$ cat config.mk
export PLATFORM = sky130hd
export DESIGN_NAME = lfsr_gen
export DESIGN_NICKNAME = d
export VERILOG_FILES = /design/src/rtl/lfsr_gen.sv
export SDC_FILE = /design/constraint.sdc
export NUM_CORES = 1
export LEC_CHECK = 0
export ABC_AREA = 1
export CAP_MARGIN = 20
export CORE_MARGIN = 2
export CORE_UTILIZATION = 50
export CTS_CLUSTER_SIZE = 20
export DETAILED_ROUTE_END_ITERATION = 8
export PLACE_DENSITY = 0.9
export SLEW_MARGIN = 20
export SYNTH_ARGS = -nofsm -noshare
export SYNTH_HDL_FRONTEND = slang
export SYNTH_SLANG_ARGS = --single-unit
$ cat constraint.sdc
create_clock -name CLOCK -period 2.9 [get_ports CLOCK]
set_clock_uncertainty 0.2 [all_clocks]
set_input_delay 0.58 -clock CLOCK [delete_from_list [all_inputs] [get_ports CLOCK]]
set_output_delay 0.58 -clock CLOCK [all_outputs]
set_load 0.05 [all_outputs]
$ cat src/rtl/lfsr_gen.sv
// lfsr_gen: parametrised Fibonacci LFSR pseudo-random source.
//
// The state shifts right by one position per step, and the feedback bit
// enters at the MSB. The feedback is the parity of the tapped state bits,
// inverted in XNOR mode. OUTDATA is the top OUT_WIDTH bits of the state.
// A runtime seed can be loaded. The block detects the single lock-up state
// (all-ones for XNOR, all-zeros for XOR) and recovers from it by
// reseeding. WRAP pulses when an enabled advance returns the state to the
// value the sequence started from.
//
// Per-cycle priority, highest first:
//   RESET > LOAD > lock-up recovery > ENABLE > hold.
//
// Interface timing: ENABLE and LOAD are plain level-sampled controls with
// no backpressure. Whatever is present at a rising edge takes effect at
// that edge. STATE, OUTDATA, LOCKUP and WRAP show the result in the
// following cycle.
module lfsr_gen #(
    parameter int unsigned      WIDTH     = 19,
    parameter logic [WIDTH-1:0] TAPS      = 19'h40023,
    parameter bit               XNOR      = 1'b1,
    parameter logic [WIDTH-1:0] SEED      = 19'h1,
    parameter int unsigned      OUT_WIDTH = 5,
    parameter int unsigned      STEPS     = 1
) (
    input  logic                 CLOCK,
    input  logic                 RESET,
    input  logic                 ENABLE,
    input  logic                 LOAD,
    input  logic [WIDTH-1:0]     SEED_IN,
    output logic [OUT_WIDTH-1:0] OUTDATA,
    output logic [WIDTH-1:0]     STATE,
    output logic                 LOCKUP,
    output logic                 WRAP
);

    // The one state the feedback function maps onto itself.
    localparam logic [WIDTH-1:0] LOCK_VAL = {WIDTH{XNOR}};

    // The action selected this cycle is kept as a named signal so that
    // checkers and waveforms can see which priority branch won.
    typedef enum logic [1:0] {
        ACT_HOLD    = 2'd0,
        ACT_STEP    = 2'd1,
        ACT_RECOVER = 2'd2,
        ACT_LOAD    = 2'd3
    } act_e;

    logic [WIDTH-1:0] state_q, state_d;
    logic [WIDTH-1:0] start_q, start_d;
    logic             lockup_q, lockup_d;
    logic             wrap_q, wrap_d;
    logic [WIDTH-1:0] adv_state;
    logic             is_lock;
    act_e             act;

    // One Fibonacci step. The feedback is the parity of the tapped bits,
    // flipped in XNOR mode, and it enters at the MSB.
    function automatic logic [WIDTH-1:0] lfsr_step(input logic [WIDTH-1:0] s);
        logic fb;
        fb = (^(s & TAPS)) ^ XNOR;
        return {fb, s[WIDTH-1:1]};
    endfunction

    // STEPS chained single steps. Each step depends on the previous one,
    // so the result is the same as STEPS separate enabled cycles at
    // STEPS=1.
    function automatic logic [WIDTH-1:0] lfsr_advance(input logic [WIDTH-1:0] s);
        logic [WIDTH-1:0] v;
        v = s;
        for (int unsigned i = 0; i < STEPS; i++) begin
            v = lfsr_step(v);
        end
        return v;
    endfunction

    // Pick the winning action and compute the next register values.
    always_comb begin
        state_d   = state_q;
        start_d   = start_q;
        lockup_d  = 1'b0;
        wrap_d    = 1'b0;
        act       = ACT_HOLD;
        adv_state = lfsr_advance(state_q);
        is_lock   = (state_q == LOCK_VAL);

        if (LOAD) begin
            act = ACT_LOAD;
        end else if (is_lock) begin
            act = ACT_RECOVER;
        end else if (ENABLE) begin
            act = ACT_STEP;
        end

        case (act)
            ACT_LOAD: begin
                // A loaded seed also becomes the new reference for WRAP.
                // Loading the lock-up value is legal. Recovery follows on
                // the next cycle.
                state_d = SEED_IN;
                start_d = SEED_IN;
            end
            ACT_RECOVER: begin
                state_d  = SEED;
                start_d  = SEED;
                lockup_d = 1'b1;
            end
            ACT_STEP: begin
                // WRAP only fires when a step boundary lands exactly on
                // start. With STEPS>1, that point can differ from the
                // single-step period.
                state_d = adv_state;
                wrap_d  = (adv_state == start_q);
            end
            default: begin
                state_d = state_q;
            end
        endcase
    end

    // State, start reference and pulse registers. Reset clears any
    // pending pulse.
    always_ff @(posedge CLOCK) begin
        if (RESET) begin
            state_q  <= SEED;
            start_q  <= SEED;
            lockup_q <= 1'b0;
            wrap_q   <= 1'b0;
        end else begin
            state_q  <= state_d;
            start_q  <= start_d;
            lockup_q <= lockup_d;
            wrap_q   <= wrap_d;
        end
    end

    // Outputs come straight from registers. OUTDATA is the top slice of
    // the state.
    always_comb begin
        STATE   = state_q;
        OUTDATA = state_q[WIDTH-1 -: OUT_WIDTH];
        LOCKUP  = lockup_q;
        WRAP    = wrap_q;
    end

endmodule
==> impl_metrics.json, run 1 <==
{
  "status": "completed",
  "clock_latency_ps": 300,
  "wl_per_cell_um": 15.0,
  "die_width_um": 71.5,
  "worstSetupEndpoint": "STATE[15]",
  "syn_nets": 362,
  "hold_violations": 0,
  "ioPinCount": 49,
  "synth_seq_cells": 40,
  "nFillCells": 380,
  "min_period_ps": 2550,
  "grt_overflow": 0,
  "rows": 24,
  "syn-instance-count": 335,
  "path_class": "flop to flop",
  "cts_hold_buffers": 0,
  "max-slew-margin-rel": 0.660,
  "num-nets-final": 406,
  "syn_area_um2": 2280,
  "via_count": 2428,
  "rsz0062_at_grt": "no",
  "first_iter_violations": 249,
  "drive_gt1_frac": 0.0763,
  "required_ps": 2910,
  "hold_ws_ps": 296,
  "cp-startpoint": "STATE[1]",
  "hp-class": "flop to flop",
  "cts_setup_buffers": 0,
  "syn2layout_area_growth_pct": 25.8,
  "path_max_fanout": 10,
  "finalCritPeriodShare": 0.879,
  "grt_pass1_vias": 2193,
  "final_cells": 432,
  "drt_wl_total_mm": 6.46,
  "grt_max_degree": 30,
  "h-tree-depth": 2,
  "cts_tree": "done",
  "startpoint_type": "flop",
  "ys_seq_area_frac": 0.351,
  "reg2reg_to": "STATE[15]",
  "power_mw": 1.50,
  "pwr-share-comb": 0.271,
  "grt_usage": 0.262,
  "power_frac_clock": 0.308,
  "ys_warn_count": 0,
  "ant_nets": 0,
  "internal_power_mw": 1.00,
  "numClockSinks": 40,
  "dp.cells": 424,
  "swShare": 0.331,
  "cts_buffer_depth": 2,
  "power.switching_uw": 496,
  "peakVddDrop_mv": 0.256,
  "rr_worst_depth": 12,
  "setup_violations": 0,
  "cap_violations": 0,
  "cp.arrival_ps": 2550,
  "finish.utilization": 0.655,
  "portBuffers": 48,
  "power_density_nw_per_um2": 522,
  "antennaDiodeCount": 0,
  "cts_buffers": 5,
  "start_util": 0.520,
  "core_region_area_um2": 4380,
  "path_clk_slew_ps": 80,
  "rr_startpoint": "STATE[1]",
  "final_common_cell": "nand2_1",
  "via_per_inst": 5.62,
  "route.detailed.drc": 0,
  "worst_setup_path_end_kind": "flop",
  "cts-resized-gates": 0,
  "most-common-layout-cells": "nand2_1, clkdlybuf4s50_1, dfxtp_1",
  "dieArea_um2": 5120,
  "r2r_slack_ps": 350,
  "die_y_um": 71.5,
  "tightest_slew_ps": 508,
  "synth.avg_cell_area_um2": 6.81,
  "slew_viol_final": 0,
  "post-dp-hpwl_mm": 4.67,
  "grt_pass1_wl_mm": 10.4,
  "root_buffer": "clkbuf_8",
  "seqPwrFrac": 0.421,
  "fin_tns_setup_ps": 0,
  "dr.pass1.iters": 7,
  "place_congestion": 0.907,
  "antenna_found_initial": 0,
  "p_leak_nw": 1.23,
  "timing.fmax_mhz": 392,
  "synthDistinctLibCells": 25
}
cell usage after synthesis:
cell      instances  area (um^2)
nor2_2            1         6.26
inv_1            26         97.6
a21oi_4           1         16.3
xor2_1            4         35.0
or2_2             2         12.5
ha_1              4         50.1
o21ai_0          21          105
clkbuf_1          9         33.8
nand4_1           5         31.3
a21boi_0         14          105
buf_4             6         45.0
dfxtp_1          40          801
nand3b_1          5         37.5
nand2_1          87          327
xnor2_1           2         17.5
a21oi_1          32          160
nand2_2           3         18.8
nand3_1          16         80.1
buf_1             1         3.75
nor2_1           38          143
clkinv_1          1         3.75
buf_2             3         15.0
a221oi_1          6         52.6
buf_6             7         78.8
nor3_1            1         5.00
per-layer routing:
layer / part of all wire / global-route usage
met1: 0.40 / 0.338
met2: 0.48 / 0.413
met3: 0.10 / 0.0619
met4: 0.027 / 0.128
met5: 0 / 0
worst min-delay path by stage:
stage / end / start / depth (start not counted)
floorplan: start_q[1] / start_q[1] / 2
global placement: start_q[1] / start_q[1] / 2
detailed placement: start_q[1] / start_q[1] / 2
CTS: start_q[1] / start_q[1] / 2
global route: start_q[6] / start_q[6] / 2
finish: start_q[1] / start_q[1] / 2
cell type report:
| type | instances | area (um^2) | share of cell area |
|---|---|---|---|
| repair buffers | 63 | 593 | 0.207 |
| clock buffers | 6 | 72.6 | 0.0253 |
| multi-input cells | 242 | 1200 | 0.419 |
| well taps | 52 | 65.1 | 0.0227 |
| inverters | 27 | 101 | 0.0353 |
| flip-flops and latches | 40 | 801 | 0.279 |
| clock inverters | 2 | 35.0 | 0.0122 |
power by group through the flow:
stage	combinational [mW]	sequential, mW	clock, mW
2_1_floorplan	0.200	0.704	0
3_3_place_gp	0.392	0.640	0
3_5_place_dp	0.401	0.642	0
4_1_cts	0.403	0.629	0.463
5_1_grt	0.438	0.635	0.487
6_report	0.407	0.631	0.461
cells by family after synthesis:
family / share of synthesized area
adder cells (fa/ha/maj): 0.0219
buffers and inverters: 0.122
flip-flops: 0.351
XOR/XNOR: 0.0230
AO/OA/AOI/OAI: 0.193
AND/OR/NAND/NOR: 0.290
flip-flops by register name (all words and copies together) (netlist names):
name / count
LOCKUP: 1
start_q: 19
STATE: 19
WRAP: 1
through the flow:
| stage | area, um^2 | worst slack [ps] |
|---|---|---|
| 6_report | 2870 | 352 |
| 5_1_grt | 2870 | 166 |
| 4_1_cts | 2870 | 377 |
| 3_5_place_dp | 2760 | 202 |
| 3_3_place_gp | 2760 | 305 |
| 2_1_floorplan | 2280 | 193 |
critical path: stages, from the launching register on:
cell,delay (ps)
dfxtp_1,450
ha_1,190
nand4_1,140
nor2_1,150
nand2_2,110
nand2_2,80
inv_1,50
ha_1,290
nand2_1,50
clkinv_1,170
buf_4,210
nand2_1,60
a221oi_1,280
(Power assumes the default switching activity.)
==> run 2: changes to the inputs <==
--- a/config.mk
+++ b/config.mk
@@ -7,11 +7,12 @@
 export LEC_CHECK = 0
 export ABC_AREA = 1
 export CAP_MARGIN = 20
+export CORE_ASPECT_RATIO = 1.25
 export CORE_MARGIN = 2
-export CORE_UTILIZATION = 50
+export CORE_UTILIZATION = 39
 export CTS_CLUSTER_SIZE = 20
 export DETAILED_ROUTE_END_ITERATION = 8
-export PLACE_DENSITY = 0.9
+export PLACE_DENSITY = 0.75
 export SLEW_MARGIN = 20
 export SYNTH_ARGS = -nofsm -noshare
 export SYNTH_HDL_FRONTEND = slang
==> impl_metrics.json, run 2 (synthesis results as in run 1) <==
{
  "fin_tns_setup_ps": 0,
  "dieArea_um2": 6480,
  "grt_usage": 0.200,
  "dr.pass1.iters": 4,
  "via_count": 2349,
  "finalCritPeriodShare": 0.868,
  "route.detailed.drc": 0,
  "antenna_found_initial": 0,
  "drive_gt1_frac": 0.0739,
  "cap_violations": 0,
  "cts_hold_buffers": 0,
  "cts_tree": "done",
  "power_density_nw_per_um2": 517,
  "hp-start": "start_q[1]",
  "wl_per_cell_um": 14.1,
  "drt_wl_total_mm": 6.26,
  "num-nets-final": 405,
  "hp-class": "flop to flop",
  "rsz0062_at_grt": "no",
  "grt_pass1_wl_mm": 9.96,
  "power_mw": 1.49,
  "setup_violations": 0,
  "setup_slack_ps": 383,
  "cts-resized-gates": 0,
  "cts_setup_buffers": 0,
  "hold_violations": 0,
  "timing.fmax_mhz": 397,
  "cp.arrival_ps": 2500,
  "max-slew-margin-rel": 0.664,
  "peakVddDrop_mv": 0.226,
  "cp-startpoint": "STATE[1]",
  "r2r_slack_ps": 380,
  "start_util": 0.397,
  "dp_slack_ps": 163,
  "path_cells": "ha_1 > nand4_1 > nor2_1 > nand2_2 > nand2_2 > inv_1 > ha_1 > nand2_1 > clkinv_1 > buf_4 > nand2_1 > a21oi_1",
  "clock_latency_ps": 310,
  "h-tree-depth": 2,
  "most-common-layout-cells": "nand2_1, clkdlybuf4s50_1, dfxtp_1",
  "cts_buffers": 5,
  "die_width_um": 72.4,
  "rr_worst_depth": 12,
  "startpoint_type": "flop",
  "min_period_ps": 2520,
  "final_common_cell": "nand2_1",
  "place_congestion": 0.846,
  "tightest_slew_ps": 502,
  "required_ps": 2890,
  "portBuffers": 48,
  "reg2reg_to": "STATE[1]",
  "path_clk_slew_ps": 70,
  "first_iter_violations": 168,
  "numClockSinks": 40,
  "crit_slowest_cell": "dfxtp_1",
  "cpLargestDelayFamily": "buffers and inverters",
  "ant_nets": 0,
  "grt_overflow": 0,
  "path_max_fanout": 14,
  "rr_startpoint": "STATE[1]",
  "syn2layout_area_growth_pct": 26.3,
  "die_y_um": 89.5,
  "post-dp-hpwl_mm": 4.57,
  "nFillCells": 581,
  "root_buffer": "clkbuf_8",
  "cpPeakStageDelay_ps": 440,
  "worst_setup_path_end_kind": "flop",
  "p_leak_nw": 1.23,
  "cp.depth": 12,
  "via_per_inst": 5.28,
  "slew_viol_final": 0,
  "grt_max_degree": 30,
  "path_class": "flop to flop",
  "core_region_area_um2": 5740,
  "hold_ws_ps": 288,
  "critPathBufInv": 3,
  "antennaDiodeCount": 0,
  "rows": 31,
  "ioPinCount": 49,
  "status": "completed",
  "grt_pass1_vias": 2085,
  "cts_buffer_depth": 2,
  "worstSetupEndpoint": "STATE[1]"
}
run 2: report_power, final:
group | total, mW | internal (mW) | switching (mW) | leakage [nW]
registers | 0.628 | 0.589 | 0.0391 | 0.331
clock network | 0.459 | 0.256 | 0.204 | 0.0552
logic | 0.403 | 0.157 | 0.246 | 0.839
total | 1.49 | 1.00 | 0.489 | 1.23
run 2: cell type report:
class | count | area, um^2 | share of cell area
multi-input combinational | 242 | 1200 | 0.417
sequential | 40 | 801 | 0.278
timing repair buffer | 62 | 586 | 0.203
inverter | 27 | 101 | 0.0352
tap | 66 | 82.6 | 0.0287
clock buffer | 6 | 72.6 | 0.0252
clock inverter | 2 | 35.0 | 0.0122
run 2: per-layer routing:
layer / vias to the layer above / global-route usage / wire, um
met3: 11 / 0.0395 / 367
li1: 1168 / - / -
met2: 85 / 0.333 / 2960
met4: 0 / 0.0724 / 155
met1: 1085 / 0.257 / 2780
met5: - / 0 / 0
run 2: how the worst min path moves through the flow:
stage / to / depth (start not counted)
after floorplan: start_q[1] / 2
after global placement: start_q[1] / 2
after detailed placement: start_q[1] / 2
after CTS: start_q[1] / 2
after global routing: start_q[7] / 2
final: start_q[1] / 2
run 2: metrics by stage:
stage,instances,area [um^2],utilization
finish,445,2880,0.502
global route,445,2880,0.502
CTS,445,2880,0.502
detailed placement,437,2770,0.483
global placement,437,2770,0.483
floorplan,335,2280,-
run 2: worst register-to-register path: stages, from the launching register on:
cell,delay (ps)
dfxtp_1,440
ha_1,180
nand4_1,100
nor2_1,140
nand2_2,120
nand2_2,80
inv_1,50
ha_1,310
nand2_1,70
clkinv_1,310
buf_4,290
nand2_1,60
a21oi_1,60
==> run 3: changes to the inputs <==
--- a/config.mk
+++ b/config.mk
@@ -5,14 +5,14 @@
 export SDC_FILE = /design/constraint.sdc
 export NUM_CORES = 1
 export LEC_CHECK = 0
-export ABC_AREA = 1
 export CAP_MARGIN = 20
 export CORE_ASPECT_RATIO = 1.25
 export CORE_MARGIN = 2
 export CORE_UTILIZATION = 39
 export CTS_CLUSTER_SIZE = 20
 export DETAILED_ROUTE_END_ITERATION = 8
-export PLACE_DENSITY = 0.75
+export PLACE_DENSITY = 0.77
+export SKIP_LAST_GASP = 1
 export SLEW_MARGIN = 20
 export SYNTH_ARGS = -nofsm -noshare
 export SYNTH_HDL_FRONTEND = slang
==> impl_metrics.json, run 3 <==
{
  "status": "completed",
  "synth_top_cells_by_area": "dfxtp_1, a21oi_1, a22o_1, xor2_1, nand2b_1",
  "dp_slack_ps": -35.3,
  "yosysMostFrequentCell": "dfxtp_1",
  "portBuffers": 48,
  "grt_pass1_wl_mm": 7.70,
  "final_common_cell": "clkdlybuf4s50_1",
  "hold_violations": 0,
  "syn2layout_area_growth_pct": 32.2,
  "syn_area_um2": 1970,
  "ys_seq_area_frac": 0.406,
  "die_width_um": 67.6,
  "first_iter_violations": 139,
  "antennaDiodeCount": 0,
  "async_reset_ff_frac": 0,
  "cap_violations": 0,
  "grt_usage": 0.177,
  "ioPinCount": 49,
  "cts-resized-gates": 0,
  "cts_buffers": 5,
  "slew_viol_final": 0,
  "path_max_fanout": 19,
  "place_congestion": 0.787,
  "ant_nets": 0,
  "post-dp-hpwl_mm": 3.32,
  "grt_overflow": 0,
  "syn_nets": 252,
  "synthDistinctLibCells": 31,
  "internal_power_uw": 891,
  "numClockSinks": 40,
  "core_region_area_um2": 4800,
  "synth_flop_cell": "dfxtp_1",
  "wl_per_cell_um": 14.4,
  "setup_violations": 0,
  "root_buffer": "clkbuf_8",
  "power_mw": 1.30,
  "hold_ws_ps": 282,
  "path_class": "flop to flop",
  "place_area_um2": 2540,
  "swShare": 0.314,
  "yosys.area.top_type_share": 0.406,
  "synth_top_family_by_area": "compound AO/OA/AOI/OAI gates",
  "synthXorXnorAreaFrac": 0.0933,
  "rows": 28,
  "start_util": 0.411,
  "min_period_ps": 2620,
  "synthAdderAreaFrac": 0.0254,
  "pwr-share-comb": 0.270,
  "cts_buffer_depth": 2,
  "grt_max_degree": 39,
  "most-common-layout-cells": "clkdlybuf4s50_1, dfxtp_1, a21oi_1",
  "cts_hold_buffers": 0,
  "rsz0062_at_grt": "no",
  "finish.utilization": 0.543,
  "hp-class": "flop to flop",
  "num-nets-final": 300,
  "fin_tns_setup_ps": 0,
  "die_y_um": 83.5,
  "grt_pass1_vias": 1649,
  "drive_gt1_frac": 0.0923,
  "power_density_nw_per_um2": 498,
  "cp.arrival_ps": 2600,
  "via_per_inst": 5.38,
  "finalCritPeriodShare": 0.905,
  "synth_seq_cells": 40,
  "power.switching_uw": 408,
  "startpoint_type": "flop",
  "stdcell_area_um2": 2610,
  "cts_setup_buffers": 0,
  "via_count": 1782,
  "path_clk_slew_ps": 70,
  "syn-instance-count": 225,
  "max-slew-margin-rel": 0.665,
  "h-tree-depth": 2,
  "synth.avg_cell_area_um2": 8.76,
  "synth-edff-count": 0,
  "dr.pass1.iters": 4,
  "worst_setup_path_end_kind": "flop",
  "cts_tree": "done",
  "route.detailed.drc": 0,
  "seqPwrFrac": 0.475,
  "synth_compound_area_frac": 0.207,
  "dp.cells": 326,
  "tightest_slew_ps": 501,
  "synthMuxAreaShare": 0,
  "yosys-top-cells-count": "dfxtp_1, a21oi_1, nor2_1",
  "synth_simple_gate_area_share": 0.201,
  "power_frac_clock": 0.255,
  "required_ps": 2880,
  "peakVddDrop_mv": 0.275,
  "setup_slack_ps": 277,
  "yosysTopAreaCell": "dfxtp_1",
  "ys_warn_count": 0,
  "clock_latency_ps": 290,
  "p_leak_nw": 1.07,
  "dieArea_um2": 5640,
  "timing.fmax_mhz": 381,
  "drt_wl_total_mm": 4.78,
  "final_cells": 331,
  "antenna_found_initial": 0
}
-- run 3: cell types whose count changed after synthesis, moves of 18 or more --
cell      previous run  this run
nand2_1             87         1
inv_1               26         5
o21ai_0             21         0
a22o_1               0        18
nand2b_1             0        18
nor2_1              38        20
-- run 3: path summary, 6_finish.rpt --
check	startpoint	slack, ps	depth (start not counted)	endpoint
setup / recovery	STATE[0]	280	10	start_q[5]
hold / removal	start_q[0]	280	2	start_q[0]
hold reg to reg	start_q[0]	280	2	start_q[0]
setup reg to reg	STATE[0]	280	10	start_q[5]
-- run 3: cell families after synthesis --
group | Yosys count
AND/OR/NAND/NOR | 72
AO/OA/AOI/OAI | 63
flip-flops | 40
buffers and inverters | 25
XOR/XNOR | 21
adder cells (fa/ha/maj) | 4
-- run 3: worst max-delay path, stage by stage (launching register included) --
cell and delay, ps:
dfxtp_1 390, ha_1 170, nand4_1 150, nor2_2 230
nand2_1 100, a21oi_1 200, ha_1 210, nor2_1 60
and2_0 150, a31o_2 350, a22o_1 280
-- run 3: area by class of cell --
| cell class | instances | area (um^2) |
|---|---|---|
| clock buffers | 5 | 68.8 |
| fillers | 457 | 2190 |
| inverters | 5 | 18.8 |
| multi-input cells | 160 | 1040 |
| flip-flops and latches | 40 | 801 |
| well taps | 60 | 75.1 |
| repair buffers | 61 | 603 |
-- run 3: power groups by stage --
stage	clock [mW]	combinational, mW	sequential (mW)
2_1_floorplan	0	0.164	0.691
3_3_place_gp	0	0.347	0.628
3_5_place_dp	0	0.350	0.629
4_1_cts	0.335	0.352	0.617
5_1_grt	0.355	0.377	0.621
6_report	0.331	0.350	0.617
-- run 3: routing by layer --
layer  GRT usage  vias to the layer above  share of wire
met5           0                        -              0
met4      0.0649                        0          0.014
met3      0.0459                        6          0.061
met2       0.281                       56           0.48
met1       0.225                      837           0.45
li1            -                      883              -
